<file path="config.mk">
export PLATFORM = sky130hd
export DESIGN_NAME = var_delay_line
export DESIGN_NICKNAME = d
export VERILOG_FILES = /design/src/rtl/sdr_pkg.sv /design/src/rtl/delay_ram.sv /design/src/rtl/var_delay_line.sv
export SDC_FILE = /design/constraint.sdc
export NUM_CORES = 2
export LEC_CHECK = 0
export CAP_MARGIN = 20
export CORE_UTILIZATION = 25
export DETAILED_ROUTE_END_ITERATION = 12
export GPL_ROUTABILITY_DRIVEN = 1
export GPL_TIMING_DRIVEN = 0
export MAX_ROUTING_LAYER = met4
export SLEW_MARGIN = 20
export SYNTH_ARGS = -nofsm -noshare
export SYNTH_HDL_FRONTEND = slang
export SYNTH_SLANG_ARGS = --single-unit
</file>
<file path="constraint.sdc">
create_clock -name clk -period 5.3 [get_ports clk]
set_input_delay 0.53 -clock clk [delete_from_list [all_inputs] [get_ports clk]]
set_output_delay 0.53 -clock clk [all_outputs]
set_load 0.05 [all_outputs]
</file>
<file path="src/rtl/sdr_pkg.sv">
// Shared definitions for the sample delay line: FSM / output-source encodings
// and the modular pointer subtraction used to locate the delayed sample.
package sdr_pkg;

  typedef enum logic {
    ST_FILL = 1'b0,
    ST_RUN  = 1'b1
  } dl_state_t;

  typedef enum logic [1:0] {
    SRC_ZERO   = 2'd0,
    SRC_BYPASS = 2'd1,
    SRC_RAM    = 2'd2
  } out_src_t;

  // (a - b) mod m for a < m and b <= m; avoids a divider and works for any m.
  function automatic int unsigned mod_sub(input int unsigned a,
                                          input int unsigned b,
                                          input int unsigned m);
    if (a >= b) return a - b;
    else        return a + m - b;
  endfunction

endpackage

</file>
<file path="src/rtl/delay_ram.sv">
// Simple dual-port RAM with registered read; a read colliding with a write
// returns the old contents.
module delay_ram #(
  parameter int DEPTH = 64,
  parameter int W     = 32,
  parameter int AW    = 6
) (
  input  logic          clk,
  input  logic          wr_en,
  input  logic [AW-1:0] wr_addr,
  input  logic [W-1:0]  wr_data,
  input  logic          rd_en,
  input  logic [AW-1:0] rd_addr,
  output logic [W-1:0]  rd_data
);

  logic [W-1:0] mem [DEPTH];

  always_ff @(posedge clk) begin
    if (rd_en) rd_data <= mem[rd_addr];
    if (wr_en) mem[wr_addr] <= wr_data;
  end

endmodule

</file>
<file path="src/rtl/var_delay_line.sv">
// Runtime-programmable multi-channel delay line: delays a strobed sample
// stream by 0..MAX_DELAY accepted samples, re-priming on every delay change.
module var_delay_line
  import sdr_pkg::*;
#(
  parameter int WIDTH     = 16,
  parameter int CH        = 2,
  parameter int MAX_DELAY = 64,
  parameter int FILL_MODE = 0,
  parameter int DW        = $clog2(MAX_DELAY + 1)
) (
  input  logic                clk,
  input  logic                rst_n,
  input  logic [DW-1:0]       delay_sel,
  input  logic                in_valid,
  input  logic [CH*WIDTH-1:0] in_data,
  output logic                out_valid,
  output logic [CH*WIDTH-1:0] out_data,
  output logic [DW-1:0]       delay_cur,
  output logic                primed,
  output logic                clamp
);

  localparam int DataW = CH * WIDTH;
  localparam int PW    = (MAX_DELAY > 1) ? $clog2(MAX_DELAY) : 1;
  localparam logic [DW-1:0] MAX_D    = DW'(MAX_DELAY);
  localparam logic [PW-1:0] LAST_PTR = PW'(MAX_DELAY - 1);

  logic [PW-1:0]    wr_ptr, rd_addr;
  logic [DW-1:0]    fill, fill_eff, d_eff;
  dl_state_t        state, state_eff;
  out_src_t         src;
  logic [DataW-1:0] byp_q, ram_q;
  logic             changed, take;

  // A delay change takes effect in the same cycle, so the incoming sample is
  // judged against the new delay with an emptied fill count.
  always_comb begin
    d_eff     = (delay_sel > MAX_D) ? MAX_D : delay_sel;
    changed   = (d_eff != delay_cur);
    fill_eff  = changed ? '0 : fill;
    state_eff = changed ? ST_FILL : state;
    take      = (state_eff == ST_RUN) || (fill_eff >= d_eff);
    rd_addr   = PW'(mod_sub(32'(wr_ptr), 32'(d_eff), 32'(MAX_DELAY)));
  end

  delay_ram #(
    .DEPTH (MAX_DELAY),
    .W     (DataW),
    .AW    (PW)
  ) u_ram (
    .clk     (clk),
    .wr_en   (in_valid),
    .wr_addr (wr_ptr),
    .wr_data (in_data),
    .rd_en   (in_valid),
    .rd_addr (rd_addr),
    .rd_data (ram_q)
  );

  always_ff @(posedge clk or negedge rst_n) begin
    if (!rst_n) begin
      out_valid <= 1'b0;
      delay_cur <= '0;
      clamp     <= 1'b0;
      wr_ptr    <= '0;
      fill      <= '0;
      state     <= ST_FILL;
      src       <= SRC_ZERO;
      byp_q     <= '0;
    end else begin
      if (delay_sel > MAX_D) clamp <= 1'b1;
      delay_cur <= d_eff;
      if (in_valid) begin
        wr_ptr <= (wr_ptr == LAST_PTR) ? '0 : wr_ptr + PW'(1);
        fill   <= (fill_eff == MAX_D) ? fill_eff : fill_eff + DW'(1);
        byp_q  <= in_data;
        if (take) begin
          state     <= ST_RUN;
          out_valid <= 1'b1;
          src       <= (d_eff == '0) ? SRC_BYPASS : SRC_RAM;
        end else begin
          state     <= ST_FILL;
          out_valid <= (FILL_MODE != 0);
          src       <= SRC_ZERO;
        end
      end else begin
        // Idle cycle: history and output word hold, only the strobe drops.
        out_valid <= 1'b0;
        fill      <= fill_eff;
        state     <= state_eff;
      end
    end
  end

  assign primed = (state == ST_RUN);

  always_comb begin
    out_data = '0;
    case (src)
      SRC_BYPASS: out_data = byp_q;
      SRC_RAM:    out_data = ram_q;
      default:    out_data = '0;
    endcase
  end

endmodule

</file>
# Word level (Yosys, flattened, before mapping)
# Memories as Yosys holds them, arrays and structs flattened. A register that Yosys moved wholly into a read port is not among the register bits.
# Index checks and enable logic that the tools add are counted.
# Widths: inputs -> output; s select.
[totals] reg_bits=57 latch_bits=0 ramBits=2048 romBits=0 inputBits=42 output_inout_bits=42 wordCells=39 mem_count=1
[memory_table] name="u_ram.mem" words=64 width=32 rd=1 rd_ports_with_merged_regs=1 write_ports=1 line_no="delay_ram.sv:17" text="logic [W-1:0] mem [DEPTH];"
[classes] addsub=5 multipliers=0 n_div=0 n_lt_le_gt_ge=3 n_eq_ne=5 n_shift=0 muxes=15 bitwise_logic=0 n_reduce_logical=2
[ops] op="$pmux 32 s2" n=1
[ops] op="$mux 7" n=4
[ops] op="$add 6x1->6 const B" n=2
[ops] op="$mux 6" n=2
[ops] op="$sub 6x6->6" n=2
[ops] op="$add 7x1->7 const B" n=1
[ops] op="$eq 7x7->1 const B" n=1
[ops] op="$ge 6x7->1" n=1
[ops] op="$ge 7x7->1" n=1
[ops] op="$gt 7x7->1 const B" n=1
[ops] op="$logic_not 7->1" n=1
[ops] op="$ne 7x7->1" n=1
[ops] op="$eq 6x6->1 const B" n=1
[ops] op="$mux 1" n=6
[ops] op="$mux 2" n=2
[ops] op="$eq 2x1->1 const B" n=1
[ops] op="$eq 2x2->1 const B" n=1
[ops] op="$logic_or 1x1->1" n=1

# Logic depth before layout (Yosys ltp)
[depth] word_depth=8 depth_mapped=14 ltp_nobuf=12

# Hierarchy
# Synthesis repeated with hierarchy kept, for this count alone.
[unflattened] cells_unflattened=3647 area_unflattened_um2=82133.8
[by_module_without_submodules] mod="delay_ram" n_inst=1 cells_each=3324 area_each_um2=78835.6 seq_area_each_um2=62459.9
[by_module_without_submodules] mod="var_delay_line" n_inst=1 cells_each=323 area_each_um2=3298.2 seq_area_each_um2=1426.4

# Worst setup path after synthesis
# No wires, ideal clock.
[synth_timing] kind="input port to flip-flop" from="in in_valid" to="mem u_ram.mem[47][0], enable pin" setup_ns=0.461 arrival_time_ns=3.596 required_time_ns=4.839 setup_slack_ns=1.242 stages=6 n_path_buf=3 path_cell_list="clkbuf_1 > and2_0 > clkbuf_1 > nand3_1 > clkbuf_1 > nor3_1"
[synth_between] elab_chain_cells=2
[synth_rtl] element="start, declared" line_no="var_delay_line.sv:15" text="input logic in_valid,"
[synth_rtl] element="$mux 1" line_no="delay_ram.sv:21" text="if (wr_en) mem[wr_addr] <= wr_data;"
[synth_rtl] element="$mux 1 (implied by the code)" line_no="delay_ram.sv:21"
[synth_rtl] element="end, declared" line_no="delay_ram.sv:17"
# Every way passes these cells.

# Worst setup path in the final report
[layout_timing] from="in delay_sel[6]" to="reg u_ram.rd_data[6], read port of u_ram.mem, data pin"
[layout_between] elab_chain_cells=4 word_cells_on_any_way=6 cone_classes="add/sub: 2; order compare: 2; mux: 2"
[layout_rtl] element="start, declared" line_no="var_delay_line.sv:14" text="input logic [DW-1:0] delay_sel,"
[layout_rtl] element="$gt 7x7->1 *" line_no="var_delay_line.sv:39" text="d_eff = (delay_sel > MAX_D) ? MAX_D : delay_sel;"
[layout_rtl] element="$mux 7 *" line_no="var_delay_line.sv:39"
[layout_rtl] element="named net d_eff[0]" line_no="var_delay_line.sv:30" text="logic [DW-1:0] fill, fill_eff, d_eff;"
[layout_rtl] element="$sub 6x6->6, or another cell as far along" line_no="sdr_pkg.sv:21" text="else return a + m - b;"
[layout_rtl] element="$mux 6 *" line_no="sdr_pkg.sv:20" text="if (a >= b) return a - b;"
[layout_rtl] element="end, declared" line_no="delay_ram.sv:14" text="output logic [W-1:0] rd_data"
# The timed path passes the listed nets; every way through them passes the cells marked *.
# A chain may end at the register's enable or synchronous reset.

==> flow_metrics.env <==
export IMPL_drtPass1Iterations=7
export IMPL_power_switching_w=0.0169
export IMPL_netlist_area_mm2=0.0827
export IMPL_grt_overflow=0
export IMPL_regArea_mm2=0.0639
export IMPL_synth_edff_count=2080
export IMPL_setup_viol=0
export IMPL_coreArea_mm2=0.328
export IMPL_die_w_um=577
export IMPL_fmax_mhz=192
export IMPL_min_from="in_data[15]"
export IMPL_clockBufferDepth=4
export IMPL_clock_skew_ps=104
export IMPL_synth_most_common_cell="edfxtp_1"
export IMPL_rr_startpoint="wr_ptr[0]"
export IMPL_rsz0062_at_grt="false"
export IMPL_nets=4568
export IMPL_std_cell_rows=210
export IMPL_switching_share=0.340
export IMPL_worst_hold_path_type="primary input to flip-flop"
export IMPL_fin_crit_sh=0.980
export IMPL_path_class="primary input to flip-flop"
export IMPL_ys_warn_count=0
export IMPL_async_flop_share=0.0267
export IMPL_drt_iter0_drc=5307
export IMPL_cts_tree="built"
export IMPL_synth_nets=4156
export IMPL_place_congestion=0.947
export IMPL_synth_seq_cells=2137
export IMPL_final_layout_size_suffix_gt1_frac=0.249
export IMPL_p_per_area_mw_per_mm2=506
export IMPL_finalInstanceArea_mm2=0.0985
export IMPL_grt_pass1_wl_mm=320
export IMPL_die_y_um=577
export IMPL_netlist_area_leader_share=0.755
export IMPL_r2r_end="u_ram.rd_data[6]"
export IMPL_seq_power_share=0.392
export IMPL_cts_made_buffers=211
export IMPL_max_cap_violations=0
export IMPL_clockRootBuffer="clkbuf_16"
export IMPL_ios=84
export IMPL_crit_path_start_kind="primary input"
export IMPL_p_comb_frac=0.307
export IMPL_status="completed"
export IMPL_ys_seq_area_frac=0.772
export IMPL_clk_latency_ps=920
export IMPL_finalCriticalPeriod_ps=5200
export IMPL_yosys_area_top_type="edfxtp_1"
export IMPL_post_cts_buffers=0
export IMPL_initial_utilization=0.252
export IMPL_drc_errors=0
export IMPL_area_growth_pct=19.1
export IMPL_die_area_mm2=0.333
export IMPL_vias_per_cell=4.70
export IMPL_yosys_cell_types_count=57
export IMPL_slew_viol_final=0
export IMPL_synth_cells=4096
export IMPL_hpwlAfterDp_mm=156
export IMPL_p_leak_nw=30.6
export IMPL_required_ps=5870
export IMPL_num_fill_cells=31500
export IMPL_antenna_found_initial=24
export IMPL_power_frac_clock=0.301
export IMPL_placed_area_mm2=0.0916
export IMPL_synth_commonest_cells="edfxtp_1, mux4_2, nand2_1"
export IMPL_reg2regPathDepth=10
export IMPL_cts_htree_levels=4
export IMPL_hold_viol_final=0
export IMPL_relSlewSlack=0.112
export IMPL_p_int_w=0.0329
export IMPL_wl_per_cell_um=25.3
export IMPL_ir_drop_mv=0.317
export IMPL_cp_arrival_ps=5770
export IMPL_max_slew_worst_pin_slew_ps=1330
export IMPL_avgSynthCellArea_um2=20.2
export IMPL_grt_util_all_layers=0.138
export IMPL_worstSetupEndpointType="flip-flop"
export IMPL_port_buffers=82
export IMPL_postRouteAntennaNets=0
export IMPL_grt_pass1_vias=42400
export IMPL_cp_max_fo=10
export IMPL_route_vias_total=42500
export IMPL_grt_max_degree=66
export IMPL_clk_pin_slew_ps=60
export IMPL_cts_sinks=2137
export IMPL_fin_tns_setup_ps=0
export IMPL_whs_path_depth=1
export IMPL_multi_input_area_mm2=0.0181
export IMPL_hold_path_end="u_ram.mem[46][15]"
export IMPL_wirelength_mm=228
export IMPL_synth_area_leaders="edfxtp_1, mux4_2, dfrtp_1"
export IMPL_r2r_slack_ps=490
export IMPL_ys_flop_type="edfxtp_1"
==> worst max path at each step <==
stage                       from           endpoint  slack [ps]
floorplan               in_valid   u_ram.mem[47][0]        1240
global placement        in_valid  u_ram.mem[55][16]       -3360
detailed placement  delay_sel[0]   u_ram.rd_data[5]       -1020
global route        delay_sel[6]  u_ram.rd_data[27]          50
CTS                       src[1]        out_data[9]         120
finish              delay_sel[6]   u_ram.rd_data[6]         100
==> cells in the final DEF (no fill, tap or decap), drive strengths merged, types with 4 or more instances in the layout <==
cell type	instances
dlygate4sd3	5
a221oi	32
dfrtp	57
o211ai	32
xor2	4
mux4	480
buf	259
nor2b	8
diode	10
nand3	164
clkdlybuf4s50	48
o21ai	11
nor2	231
a211oi	4
nor3	10
mux2	65
mux2i	67
nor4	37
inv	59
a22oi	32
bufinv	22
and2	9
nand2	284
clkinvlp	16
nand4	5
a21oi	99
nand2b	4
xnor2	8
o22ai	35
ha	17
clkbuf	379
edfxtp	2080
a21o	6
clkinv	78
==> routing by layer <==
layer | wire length (um) | global-route usage | part of all wire
met1 | 91000 | 0.177 | 0.40
met2 | 106000 | 0.213 | 0.47
met3 | 18800 | 0.0242 | 0.082
met4 | 12200 | 0.0650 | 0.053
met5 | 0 | - | 0
==> state kept, by name, summed over array words and instances, names as in the netlist <==
signal         cells
byp_q             32
wr_ptr             6
delay_cur          7
primed             1
src                2
clamp              1
fill               7
out_valid          1
u_ram.rd_data     32
u_ram.mem       2048
==> power groups by stage <==
| stage | clock (W) | combinational [W] | sequential (W) |
|---|---|---|---|
| 2_1_floorplan | 0 | 0.00855 | 0.0199 |
| 3_3_place_gp | 0 | 0.0148 | 0.0200 |
| 3_5_place_dp | 0 | 0.0151 | 0.0199 |
| 4_1_cts | 0.0152 | 0.0152 | 0.0195 |
| 5_1_grt | 0.0158 | 0.0159 | 0.0196 |
| 6_report | 0.0150 | 0.0153 | 0.0195 |
==> cell families after synthesis <==
| logic type | Yosys count | synth area share |
|---|---|---|
| flip-flops | 2137 | 0.772 |
| AND/OR/NAND/NOR | 765 | 0.0399 |
| multiplexers | 612 | 0.148 |
| buffers and inverters | 287 | 0.0150 |
| AO/OA/AOI/OAI | 264 | 0.0208 |
| adder cells (fa/ha/maj) | 18 | 0.00281 |
| XOR/XNOR | 13 | 0.00163 |
==> area by class of cell <==
type,count,share of cell area
antenna,10,0.000254
buffer,235,0.0107
clock buffer,257,0.0568
clock inverter,123,0.0127
inverter,52,0.00198
multi-input combinational,1672,0.183
sequential,2137,0.648
tap,4346,0.0552
timing repair buffer,199,0.0306
==> repair_timing <==
item / in CTS / in global routing
hold buffers: 5 / 0
hold endpoints to repair: 106 / 0
gates resized for setup: 3 / 0
endpoints found under the setup margin: 16 / 0
==> critical path: stages <==
cell and delay, ps:
dlygate4sd3_1 530, buf_2 210, nor2b_2 480, ha_1 220, buf_2 220, clkbuf_1 930
and2_1 240, clkbuf_1 350, clkbuf_1 510, a221oi_1 280, o22ai_1 1050, nor4_1 180
==> metrics by stage <==
step           instances  hold slack [ps]  worst slack, ps   util  power (W)
3_5_place_dp        8636              413            -1020  0.279     0.0350
4_1_cts             9021             7.38              121  0.300     0.0499
6_report            9031             45.2              104  0.300     0.0498
5_1_grt             9028             29.5             53.6  0.300     0.0513
3_3_place_gp        8524              443            -3360  0.271     0.0348
2_1_floorplan       4096              234             1240      -     0.0284
No activity file was read; power rests on OpenSTA's default activity.
